===== config.mk =====
export PLATFORM = sky130hd
export DESIGN_NAME = pc_fetch_unit
export DESIGN_NICKNAME = d
export VERILOG_FILES = /design/src/rtl/pc_pkg.sv /design/src/rtl/return_address_stack.sv /design/src/rtl/pc_fetch_unit.sv
export SDC_FILE = /design/constraint.sdc
export NUM_CORES = 1
export LEC_CHECK = 0
export BUFFER_PORTS_ARGS = -buffer_cell sky130_fd_sc_hd__buf_4
export CAP_MARGIN = 10
export CORE_ASPECT_RATIO = 1.2
export CORE_UTILIZATION = 35
export CTS_CLUSTER_DIAMETER = 40
export DETAILED_ROUTE_END_ITERATION = 12
export SYNTH_ARGS = -nofsm -noshare
export SYNTH_HDL_FRONTEND = slang
export SYNTH_SLANG_ARGS = --single-unit
export TNS_END_PERCENT = 1

===== constraint.sdc =====
create_clock -name CLK -period 4.2 [get_ports CLK]
set_clock_uncertainty 0.2 [all_clocks]
set_input_delay 0.42 -clock CLK [delete_from_list [all_inputs] [get_ports CLK]]
set_output_delay 0.42 -clock CLK [all_outputs]
set_load 0.05 [all_outputs]

===== src/rtl/pc_pkg.sv =====
// Shared types and helpers for the fetch-stage program-counter generator.
package pc_pkg;

  typedef enum logic [1:0] {
    BOOT   = 2'd0,
    RUN    = 2'd1,
    HALTED = 2'd2
  } fetch_state_t;

  typedef enum logic [2:0] {
    SEL_HOLD     = 3'd0,
    SEL_SEQ      = 3'd1,
    SEL_RAS      = 3'd2,
    SEL_TRAP     = 3'd3,
    SEL_REDIRECT = 3'd4
  } pc_sel_t;

  // Mask that clears the sub-instruction offset bits of an address.
  function automatic logic [63:0] align_mask(input int unsigned instr_bytes);
    return ~(64'(instr_bytes) - 64'd1);
  endfunction

endpackage


===== src/rtl/return_address_stack.sv =====
// Circular return-address stack with a saturating occupancy count;
// pushing while full silently overwrites the oldest entry.
module return_address_stack #(
  parameter int XLEN      = 32,
  parameter int RAS_DEPTH = 4
) (
  input  logic            clk,
  input  logic            rst_n,
  input  logic            push,
  input  logic            pop,
  input  logic [XLEN-1:0] push_data,
  output logic [XLEN-1:0] top,
  output logic            empty
);

  localparam int PW = $clog2(RAS_DEPTH);
  localparam int CW = $clog2(RAS_DEPTH + 1);

  logic [XLEN-1:0] mem [RAS_DEPTH];
  logic [PW-1:0]   ptr;
  logic [PW-1:0]   ptr_up;
  logic [CW-1:0]   count;

  assign ptr_up = ptr + PW'(1);
  assign top    = mem[ptr];
  assign empty  = (count == CW'(0));

  // Stack pointer, occupancy and entry storage.
  always_ff @(posedge clk or negedge rst_n) begin
    if (!rst_n) begin
      for (int i = 0; i < RAS_DEPTH; i++) begin
        mem[i] <= '0;
      end
      ptr   <= '0;
      count <= '0;
    end else if (push && pop && !empty) begin
      mem[ptr] <= push_data;
    end else if (push) begin
      mem[ptr_up] <= push_data;
      ptr         <= ptr_up;
      if (count != CW'(RAS_DEPTH)) begin
        count <= count + CW'(1);
      end
    end else if (pop && !empty) begin
      ptr   <= ptr - PW'(1);
      count <= count - CW'(1);
    end
  end

endmodule


===== src/rtl/pc_fetch_unit.sv =====
// Fetch-stage PC generator: boot/run/halt FSM, prioritised trap/redirect
// steering, stall hold and return-address-stack prediction.
module pc_fetch_unit
  import pc_pkg::*;
#(
  parameter int              XLEN         = 32,
  parameter logic [XLEN-1:0] RESET_VECTOR = '0,
  parameter int              RAS_DEPTH    = 4,
  parameter int              INSTR_BYTES  = 4
) (
  input  logic            CLK,
  input  logic            Reset_n,
  input  logic            Stall,
  input  logic            Redirect_Valid,
  input  logic [XLEN-1:0] Redirect_Target,
  input  logic            Trap,
  input  logic [XLEN-1:0] Trap_Vector,
  input  logic            Call_Push,
  input  logic            Ret_Pop,
  input  logic            Halt,
  input  logic            Resume,
  output logic [XLEN-1:0] PC,
  output logic            PC_Valid,
  output logic [XLEN-1:0] PC_Plus_4,
  output logic [XLEN-1:0] PC_Plus_8,
  output logic            Misaligned,
  output logic            Ras_Empty
);

  localparam logic [XLEN-1:0] STEP       = XLEN'(INSTR_BYTES);
  localparam logic [XLEN-1:0] STEP2      = XLEN'(2 * INSTR_BYTES);
  localparam logic [63:0]     ALIGN_WIDE = align_mask(INSTR_BYTES);
  localparam logic [XLEN-1:0] ALIGN_MASK = ALIGN_WIDE[XLEN-1:0];

  fetch_state_t    state;
  pc_sel_t         sel;
  logic [XLEN-1:0] raw_target;
  logic [XLEN-1:0] next_pc;
  logic [XLEN-1:0] ras_top;
  logic            ras_push;
  logic            ras_pop;
  logic            target_taken;

  assign PC_Plus_4    = PC + STEP;
  assign PC_Plus_8    = PC + STEP2;
  assign PC_Valid     = (state == RUN);
  assign target_taken = (sel == SEL_TRAP) || (sel == SEL_REDIRECT);

  return_address_stack #(
    .XLEN      (XLEN),
    .RAS_DEPTH (RAS_DEPTH)
  ) u_ras (
    .clk       (CLK),
    .rst_n     (Reset_n),
    .push      (ras_push),
    .pop       (ras_pop),
    .push_data (PC_Plus_4),
    .top       (ras_top),
    .empty     (Ras_Empty)
  );

  // Next-PC source selection and RAS update enables.
  // A halting instruction is not issued, so it neither advances the PC nor touches the RAS.
  always_comb begin
    sel        = SEL_HOLD;
    raw_target = Redirect_Target;
    ras_push   = 1'b0;
    ras_pop    = 1'b0;
    case (state)
      RUN: begin
        if (Trap) begin
          sel        = SEL_TRAP;
          raw_target = Trap_Vector;
        end else if (Redirect_Valid) begin
          sel = SEL_REDIRECT;
        end else if (Stall || Halt) begin
          sel = SEL_HOLD;
        end else if (Ret_Pop && !Ras_Empty) begin
          sel      = SEL_RAS;
          ras_pop  = 1'b1;
          ras_push = Call_Push;
        end else begin
          sel      = SEL_SEQ;
          ras_push = Call_Push;
        end
      end
      HALTED: begin
        if (Trap) begin
          sel        = SEL_TRAP;
          raw_target = Trap_Vector;
        end else if (Redirect_Valid) begin
          sel = SEL_REDIRECT;
        end else begin
          sel = SEL_HOLD;
        end
      end
      default: sel = SEL_HOLD;
    endcase
  end

  // Next-PC value for the selected source.
  always_comb begin
    next_pc = PC;
    case (sel)
      SEL_TRAP, SEL_REDIRECT: next_pc = raw_target & ALIGN_MASK;
      SEL_RAS:                next_pc = ras_top;
      SEL_SEQ:                next_pc = PC_Plus_4;
      default:                next_pc = PC;
    endcase
  end

  // State FSM, PC register and misalignment pulse.
  always_ff @(posedge CLK or negedge Reset_n) begin
    if (!Reset_n) begin
      state      <= BOOT;
      PC         <= RESET_VECTOR;
      Misaligned <= 1'b0;
    end else begin
      PC         <= next_pc;
      Misaligned <= target_taken && ((raw_target & ~ALIGN_MASK) != '0);
      case (state)
        BOOT:    state <= RUN;
        RUN:     state <= (!Trap && Halt) ? HALTED : RUN;
        HALTED:  state <= (Trap || (Resume && !Halt)) ? RUN : HALTED;
        default: state <= BOOT;
      endcase
    end
  end

endmodule


Word-level counts from Yosys, hierarchy flattened
Index checks and enable logic that the tools add are counted.
{"block": "op_classes", "n_reduce_logical": 25, "n_bitwise": 3, "addsub": 6, "n_mux": 38, "eq_ne": 8, "magnitude_cmp": 4}
{"operator": "$bwmux W128", "n": 2}
{"operator": "$mux W128", "n": 2}
{"operator": "$mux W32", "n": 6}
{"operator": "$demux W32 S2", "n": 2}
{"operator": "$pmux W32 S3", "n": 1}
{"operator": "$bmux W32 S2", "n": 1}
{"operator": "$add A32 B3 Y32 const B", "n": 1}
{"operator": "$add A32 B4 Y32 const B", "n": 1}
{"operator": "$reduce_bool A32 Y1", "n": 1}
{"operator": "$mux W3", "n": 7}
{"operator": "$mux W2", "n": 6}
{"operator": "$logic_and A1 B1 Y1", "n": 9}
{"operator": "$mux W1", "n": 9}
{"operator": "$eq A3 B2 Y1 const B", "n": 2}
{"operator": "$ge A3 B3 Y1 const B", "n": 2}
{"operator": "$lt A3 B1 Y1 const B", "n": 2}
{"operator": "$not A2 Y3", "n": 2}
{"operator": "$pmux W2 S3", "n": 1}
{"operator": "$pmux W3 S2", "n": 1}
{"operator": "$reduce_bool A2 Y1", "n": 2}
{"operator": "$reduce_or A2 Y1", "n": 2}
{"operator": "$add A3 B1 Y3 const B", "n": 1}
{"operator": "$eq A3 B1 Y1 const B", "n": 1}
{"operator": "$eq A3 B3 Y1 const B", "n": 1}
{"operator": "15 further kinds", "n": 19}
{"block": "totals", "out_inout_bits": 99, "in_bits": 73, "elab_cells": 93, "register_bits": 168}

Depth between registers and ports, before layout
Gate-level depths: netlist (run 1).
{"block": "depth", "word_depth": 12, "mapped_depth": 10}

Modules after synthesis
Synthesis (run 1) repeated with hierarchy kept, for this count alone.
{"block": "unflattened", "hier_cells": 836, "hier_area_um2": 9776.9}
{"mod": "return_address_stack", "instances": 1, "seq_area_each_um2": 3328.2, "cells_per_inst": 370, "area_each_um2": 6114.6}
{"mod": "pc_fetch_unit", "instances": 1, "seq_area_each_um2": 875.8, "cells_per_inst": 466, "area_each_um2": 3662.3}

Least setup slack after synthesis (run 1)
OpenSTA, ideal clock, no wires.
{"block": "synth_path", "kind": "register -> output", "startpoint": "register PC[5]", "endpoint": "output port PC_Plus_8[30]", "t_arrival_ps": 3004, "setup_slack_ps": 576, "t_required_ps": 3580, "stages_incl_launch_ff": 8, "path_cell_list": "dfrtp_1 -> buf_2 -> nand3_1 -> or2_2 -> clkbuf_1 -> nor4_2 -> nand3_1 -> xnor2_1"}
{"block": "synth_via", "elab_chain_cells": 1}
{"item": "start, declared", "line_no": "pc_fetch_unit.sv:22", "source": "output logic [XLEN-1:0] PC,"}
{"item": "start signal, assigned", "line_no": "pc_fetch_unit.sv:119", "source": "PC <= next_pc;"}
{"item": "$add A32 B4 Y32", "line_no": "pc_fetch_unit.sv:45", "source": "assign PC_Plus_8 = PC + STEP2;"}
{"item": "end, declared", "line_no": "pc_fetch_unit.sv:25", "source": "output logic [XLEN-1:0] PC_Plus_8,"}
Every way passes these cells.

Worst setup path after layout (run 1)
{"block": "layout_path", "startpoint": "register PC[4]", "endpoint": "output port PC_Plus_4[19]"}
{"block": "layout_via", "elab_chain_cells": 1}
{"item": "$add A32 B3 Y32", "line_no": "pc_fetch_unit.sv:44", "source": "assign PC_Plus_4 = PC + STEP;"}
{"item": "end, declared", "line_no": "pc_fetch_unit.sv:24", "source": "output logic [XLEN-1:0] PC_Plus_4,"}
Every way passes these cells.

==> impl_metrics.py, run 1 <==
metrics = {
    "run_status": {
        "status": "complete, no violations",
    },
    "floorplan": {
        "ios": 172,
        "start_util": 0.357,
        "die_height_microns": 181,
        "die_area_sq_mm": 0.0274,
        "rows": 65,
        "coreArea_sq_mm": 0.0263,
        "die_w_microns": 151,
    },
    "setup_path": {
        "startpoint_type": "register",
        "end_kind": "primary output",
        "worstReg2RegStart": "PC[9]",
        "required_ns": 3.58,
        "rrSetupSlack_ns": 1.05,
        "path_max_fanout": 9,
        "reg2reg_depth": 6,
        "cp_data_arrival_time_ns": 3.28,
        "critPathLaunch": "PC[4]",
        "path_class": "register to primary output",
        "r2r-end": "PC[14]",
    },
    "synth": {
        "yosys_most_used_dff": "dfrtp_1",
        "synth_seq_area_share": 0.449,
        "synth_cells": 966,
        "synthDistinctLibCells": 61,
        "syn_area_sq_mm": 0.00937,
        "yosys_warnings": 0,
        "synth_edf_count": 0,
        "ys_ff_latch": 168,
        "synth.avg_cell_area_sq_um": 9.69,
        "syn_nets": 1051,
        "async_flop_share": 1.00,
    },
    "placement": {
        "place_congestion": 0.909,
        "dpl_cell_area_sq_mm": 0.0110,
        "io_buffer_count": 171,
        "pre_cts_ws_ns": 0.812,
        "dp_hpwl_mm": 21.0,
    },
    "sta": {
        "worst_pin_slew_ns": 0.905,
        "period_share": 0.928,
        "hold_ws_ns": 0.102,
        "setup_violations": 0,
        "period_needed_ns": 3.90,
        "slew_violations": 0,
        "fin_ws_ns": 0.304,
        "maxSlewHeadroom": 0.396,
        "rsz0062_at_grt": "false",
        "max_freq_ghz": 0.257,
        "hold_violations": 0,
        "tns_ns": 0,
    },
    "drt": {
        "wirelength_mm": 28.3,
        "drt_first_pass_iters": 5,
        "drc": 0,
        "routed_via_density": 5.37,
        "drtIter0Drc": 644,
        "wl_per_cell_microns": 19.6,
        "ant_nets": 0,
        "vias": 7781,
    },
    "global_routing": {
        "grt_max_degree": 93,
        "grt_usage": 0.213,
        "grt_pass1_vias": 7518,
        "antenna_found_initial": 0,
        "grt_pass1_wl_mm": 44.1,
        "overflow": 0,
    },
    "layout": {
        "nFillCells": 2545,
        "fin_nets": 1186,
        "antenna_cells": 0,
        "drive_gt1_frac": 0.278,
        "area_growth_pct": 23.3,
        "final_area_sq_mm": 0.0116,
    },
    "clock_tree": {
        "htreeDepth": 4,
        "cts_root_buffer": "clkbuf_16",
        "cts_tree": "built",
        "cts.sinks": 168,
        "clock_latency_ns": 0.44,
        "cts_buffers": 17,
        "clk_pin_slew_ns": 0.07,
        "clk_path_buf_depth": 2,
    },
    "hold_path": {
        "min_path_type": "primary input to register",
        "hold_depth": 2,
        "hp-start": "Trap",
        "hold_end": "state[1]",
    },
    "pwr": {
        "netSwitchingPower_w": 0.00475,
        "power_switching_share": 0.496,
        "intPower_w": 0.00482,
        "p_seq_frac": 0.298,
        "power_frac_comb": 0.538,
        "p_clk_frac": 0.164,
        "p_leak_nw": 5.26,
        "irDropWorstVdd_mv": 0.325,
        "powerDensity_mw_per_mm2": 828,
        "power_w": 0.00956,
    },
    "run": {
        "drv_cap": 0,
    },
}
-- power by group through the flow --
stage	combinational (W)	sequential, W	clock, W
floorplan	0.00338	0.00298	0
global placement	0.00511	0.00284	0
detailed placement	0.00514	0.00287	0
CTS	0.00516	0.00285	0.00160
global route	0.00547	0.00294	0.00167
finish	0.00514	0.00285	0.00157
-- worst max-delay path by stage --
| stage | endpoint | cells past startpoint |
|---|---|---|
| floorplan | PC_Plus_8[30] | 7 |
| global placement | PC_Plus_4[19] | 7 |
| detailed placement | PC_Plus_4[19] | 7 |
| CTS | PC_Plus_4[19] | 7 |
| global route | PC_Plus_4[19] | 7 |
| finish | PC_Plus_4[19] | 7 |
-- layout by cell type (no fill, tap or decap), drive strengths merged, types with 3 or more instances in the layout --
master / count
mux2: 31
o2bb2ai: 6
a31oi: 5
a221oi: 5
mux4: 32
and2: 6
nor3: 9
xor2: 20
buf: 197
nor4b: 3
clkbuf: 20
nand4: 14
nand2: 60
o211ai: 5
xnor2: 37
a211oi: 3
clkinv: 4
nor3b: 3
or3: 3
nor4: 12
o31a: 7
ha: 11
o22ai: 8
mux2i: 11
nand3: 25
o21ai: 24
a22o: 9
a21oi: 149
nor2: 139
inv: 48
a222oi: 4
dfrtp: 168
and3: 3
a22oi: 7
and4: 3
-- per-stage QoR --
stage / cells / utilization
2_1_floorplan: 966 / -
3_3_place_gp: 1416 / 0.417
3_5_place_dp: 1416 / 0.417
4_1_cts: 1449 / 0.440
5_1_grt: 1449 / 0.440
6_report: 1449 / 0.440
-- cell type report --
cell class / count / area [sq um] / area share
timing repair buffer: 198 / 1510 / 0.130
sequential: 168 / 4210 / 0.364
clock inverter: 12 / 128 / 0.0110
clock buffer: 20 / 457 / 0.0395
inverter: 41 / 154 / 0.0133
tap: 335 / 419 / 0.0363
multi-input combinational: 675 / 4680 / 0.405
-- state kept, by name, summed over array words and instances, names as in the netlist --
name	cells
u_ras.mem	128
PC	32
u_ras.count	3
state	2
u_ras.ptr	2
Misaligned	1
-- critical path, cell delays in order (launching register included) --
cell,delay [ns]
dfrtp_1,0.49
ha_1,0.41
nand3_1,0.19
nor4_1,0.65
nand2_1,0.18
xor2_1,0.57
inv_1,0.13
buf_4,0.22
-- routing by layer --
layer,part of all wire,vias to the layer above,GRT usage
met5,0,-,0
met4,0.017,0,0.0688
met3,0.058,32,0.0295
met2,0.49,252,0.344
met1,0.44,3812,0.293
li1,-,3685,-
-- cell usage after synthesis (all sizes together) (9+ instances only) --
master | count | share of area
a22o | 9 | 0.0084
o21ai | 24 | 0.013
inv | 41 | 0.016
xnor2 | 37 | 0.035
nor2 | 139 | 0.056
mux2i | 11 | 0.012
mux2 | 31 | 0.037
ha | 11 | 0.015
dfrtp | 168 | 0.45
nand3 | 25 | 0.013
mux4 | 32 | 0.077
nor4 | 12 | 0.013
buf | 36 | 0.020
a21oi | 149 | 0.080
nand4 | 14 | 0.011
xor2 | 20 | 0.019
nor3 | 9 | 0.0053
nand2 | 60 | 0.024
clkbuf | 46 | 0.019
-- logic make-up (layout without fill, tap and decap cells) --
group | after synthesis | in the layout | synth area share
mux | 74 | 74 | 0.126
simple gates | 290 | 290 | 0.147
fa+ha+maj | 12 | 12 | 0.0168
xor+xnor | 57 | 57 | 0.0541
flops | 168 | 168 | 0.449
buf+inv | 123 | 271 | 0.0553
compound gates | 242 | 242 | 0.152
-- repair_timing --
item                       4_1_cts  5_1_grt
setup endpoints to repair        0        0
hold endpoints to repair        91        0
buffers inserted                 0        0
resized for setup                0        0
hold buffers                     1        0
Power figures use the tool's default switching activity.
==> run 2: changes to the inputs <==
--- a/config.mk
+++ b/config.mk
@@ -8,9 +8,10 @@
 export BUFFER_PORTS_ARGS = -buffer_cell sky130_fd_sc_hd__buf_4
 export CAP_MARGIN = 10
 export CORE_ASPECT_RATIO = 1.2
-export CORE_UTILIZATION = 35
+export CORE_UTILIZATION = 50
 export CTS_CLUSTER_DIAMETER = 40
 export DETAILED_ROUTE_END_ITERATION = 12
+export PLACE_DENSITY = 0.73
 export SYNTH_ARGS = -nofsm -noshare
 export SYNTH_HDL_FRONTEND = slang
 export SYNTH_SLANG_ARGS = --single-unit
==> run 2 against run 1 <==
Net effect: hold slack got worse by 0.0079 ns; clock power decreased by 4%; total power fell by 0.68%; core utilization rose by 19 points; die area shrank 30%.
==> impl_metrics.py, run 2 (synthesized netlist as in run 1, its figures left out) <==
metrics = {
    "run_status": {
        "status": "complete, no violations",
    },
    "global_routing": {
        "grt_pass1_vias": 7722,
        "overflow": 0,
        "grt.busiest_layer": "met2",
        "grt_pass1_wl_mm": 43.1,
        "grt_usage": 0.294,
        "antenna_found_initial": 0,
        "grt_max_degree": 97,
        "met1_usage": 0.411,
        "use_met2": 0.455,
        "met3_usage": 0.0683,
    },
    "pwr": {
        "powerDensity_mw_per_mm2": 832,
        "p_seq_frac": 0.300,
        "power_frac_comb": 0.541,
        "p_clk_frac": 0.159,
        "power_switching_share": 0.496,
        "intPower_w": 0.00479,
        "netSwitchingPower_w": 0.00471,
        "irDropWorstVdd_mv": 0.413,
        "p_leak_nw": 5.25,
    },
    "hold_path": {
        "hold_depth": 2,
        "min_path_type": "primary input to register",
        "hp-start": "Trap",
        "hold_end": "state[1]",
    },
    "layout": {
        "antenna_cells": 0,
        "largest_reg_flops": 128,
        "fin_nets": 1185,
        "largestRegisters": "u_ras.mem (128), PC (32), u_ras.count (3)",
        "drive_gt1_frac": 0.278,
        "regMostFlops": "u_ras.mem",
        "post-route-util": 0.626,
        "instances_no_fill": 1337,
        "area_growth_pct": 21.9,
        "final_area_sq_mm": 0.0114,
        "final_cell_mix": "buf_4 (191), dfrtp_1 (167), a21oi_1 (146)",
        "final_common_cell": "buf_4",
    },
    "setup_path": {
        "end_kind": "primary output",
        "r2r-end": "PC[13]",
        "critPathBufInv": 2,
        "path_class": "register to primary output",
        "cp_slowest_cell": "nor4_2",
        "rrSetupSlack_ns": 1.02,
        "required_ns": 3.58,
        "crit_chain": "nand4_1 > nor4_2 > nand3_1 > xnor2_1 > inv_1 > buf_4",
        "worstReg2RegStart": "state[0]",
        "startpoint_type": "register",
        "cp_data_arrival_time_ns": 3.17,
        "slowest_delay_ns": 0.68,
        "reg2reg_depth": 9,
        "cp_top_family": "simple AND/OR/NAND/NOR gates",
        "path_max_fanout": 11,
    },
    "drt": {
        "vias": 7954,
        "drt_first_pass_iters": 5,
        "routed_via_density": 5.95,
        "wl_per_cell_microns": 20.4,
        "drc": 0,
        "drtIter0Drc": 817,
        "wirelength_mm": 27.3,
        "ant_nets": 0,
    },
    "sta": {
        "hold_ws_ns": 0.0943,
        "max_freq_ghz": 0.264,
        "hold_violations": 0,
        "maxSlewHeadroom": 0.331,
        "setup_violations": 0,
        "period_share": 0.903,
        "worst_pin_slew_ns": 1.00,
        "rsz0062_at_grt": "false",
        "period_needed_ns": 3.79,
        "slew_violations": 0,
        "tns_ns": 0,
    },
    "placement": {
        "io_buffer_count": 171,
        "place_congestion": 0.959,
        "dpl_cell_area_sq_mm": 0.0108,
        "placed_cells": 1304,
        "dp_hpwl_mm": 19.7,
    },
    "clock_tree": {
        "clk_pin_slew_ns": 0.06,
        "ctsResizeCount": 0,
        "cts_buffers": 17,
        "cts.sinks": 168,
        "htreeDepth": 4,
        "post-cts-setup-buffers": 0,
        "clock_latency_ns": 0.44,
        "clk_path_buf_depth": 2,
        "holdBufCountCts": 1,
        "cts_tree": "built",
        "cts_root_buffer": "clkbuf_16",
    },
    "floorplan": {
        "die_w_microns": 127,
        "coreArea_sq_mm": 0.0182,
        "start_util": 0.513,
        "die_area_sq_mm": 0.0193,
        "die_height_microns": 152,
        "ios": 172,
        "rows": 54,
    },
    "run": {
        "drv_cap": 0,
    },
}
-- run 2: cell types whose count changed in the layout (fill, tap and decap cells not counted) --
cell / previous run / this run
clkinv_2: 1 / 4
clkbuf_8: 2 / 1
clkinvlp_4: 0 / 2
inv_8: 2 / 0
clkinv_4: 3 / 1
buf_12: 1 / 4
buf_4: 195 / 191
-- run 2: worst max path at each step --
| stage | slack, ns | end | startpoint | cells after the start |
|---|---|---|---|---|
| final | 0.41 | PC_Plus_4[29] | PC[20] | 6 |
| after global routing | 0.23 | PC_Plus_4[29] | PC[20] | 6 |
| after CTS | 0.48 | PC_Plus_4[29] | PC[20] | 6 |
| after detailed placement | 0.97 | PC_Plus_4[30] | PC[20] | 6 |
| after global placement | 0.97 | PC_Plus_4[30] | PC[20] | 6 |
| after floorplan | 0.58 | PC_Plus_8[30] | PC[5] | 7 |
-- run 2: layout make-up --
class                           count  area (sq um)
Timing Repair Buffer              197          1540
Sequential cell                   168          4210
Fill cell                        1558          6820
Inverter                           41           154
Clock inverter                     13           118
Tap cell                          224           280
Clock buffer                       19           443
Multi-Input combinational cell    675          4680
-- run 2: metrics by stage --
step	power [W]	worst slack, ns
2_1_floorplan	0.00636	0.576
3_3_place_gp	0.00786	0.975
3_5_place_dp	0.00795	0.974
4_1_cts	0.00948	0.480
5_1_grt	0.00997	0.227
6_report	0.00950	0.406
-- run 2: worst reg2reg max path: stages (launching register included) --
cell and delay, ns:
dfrtp_1 0.37, inv_1 0.07, ha_1 0.51, nor3b_1 0.40
nand2_1 0.39, buf_4 0.33, nor2_1 0.20, buf_4 0.25
a222oi_1 0.17, o21ai_0 0.20
-- run 2: layer usage --
| metal | part of all wire | vias to the layer above |
|---|---|---|
| li1 | - | 3685 |
| met1 | 0.43 | 3899 |
| met2 | 0.47 | 322 |
| met3 | 0.070 | 48 |
| met4 | 0.023 | 0 |
| met5 | 0 | - |
-- run 2: power by group through the flow --
stage          clock [W]  sequential (W)  combinational, W
5_1_grt          0.00160         0.00294           0.00544
3_3_place_gp           0         0.00281           0.00505
2_1_floorplan          0         0.00298           0.00338
6_report         0.00151         0.00285           0.00514
4_1_cts          0.00153         0.00283           0.00512
3_5_place_dp           0         0.00286           0.00509
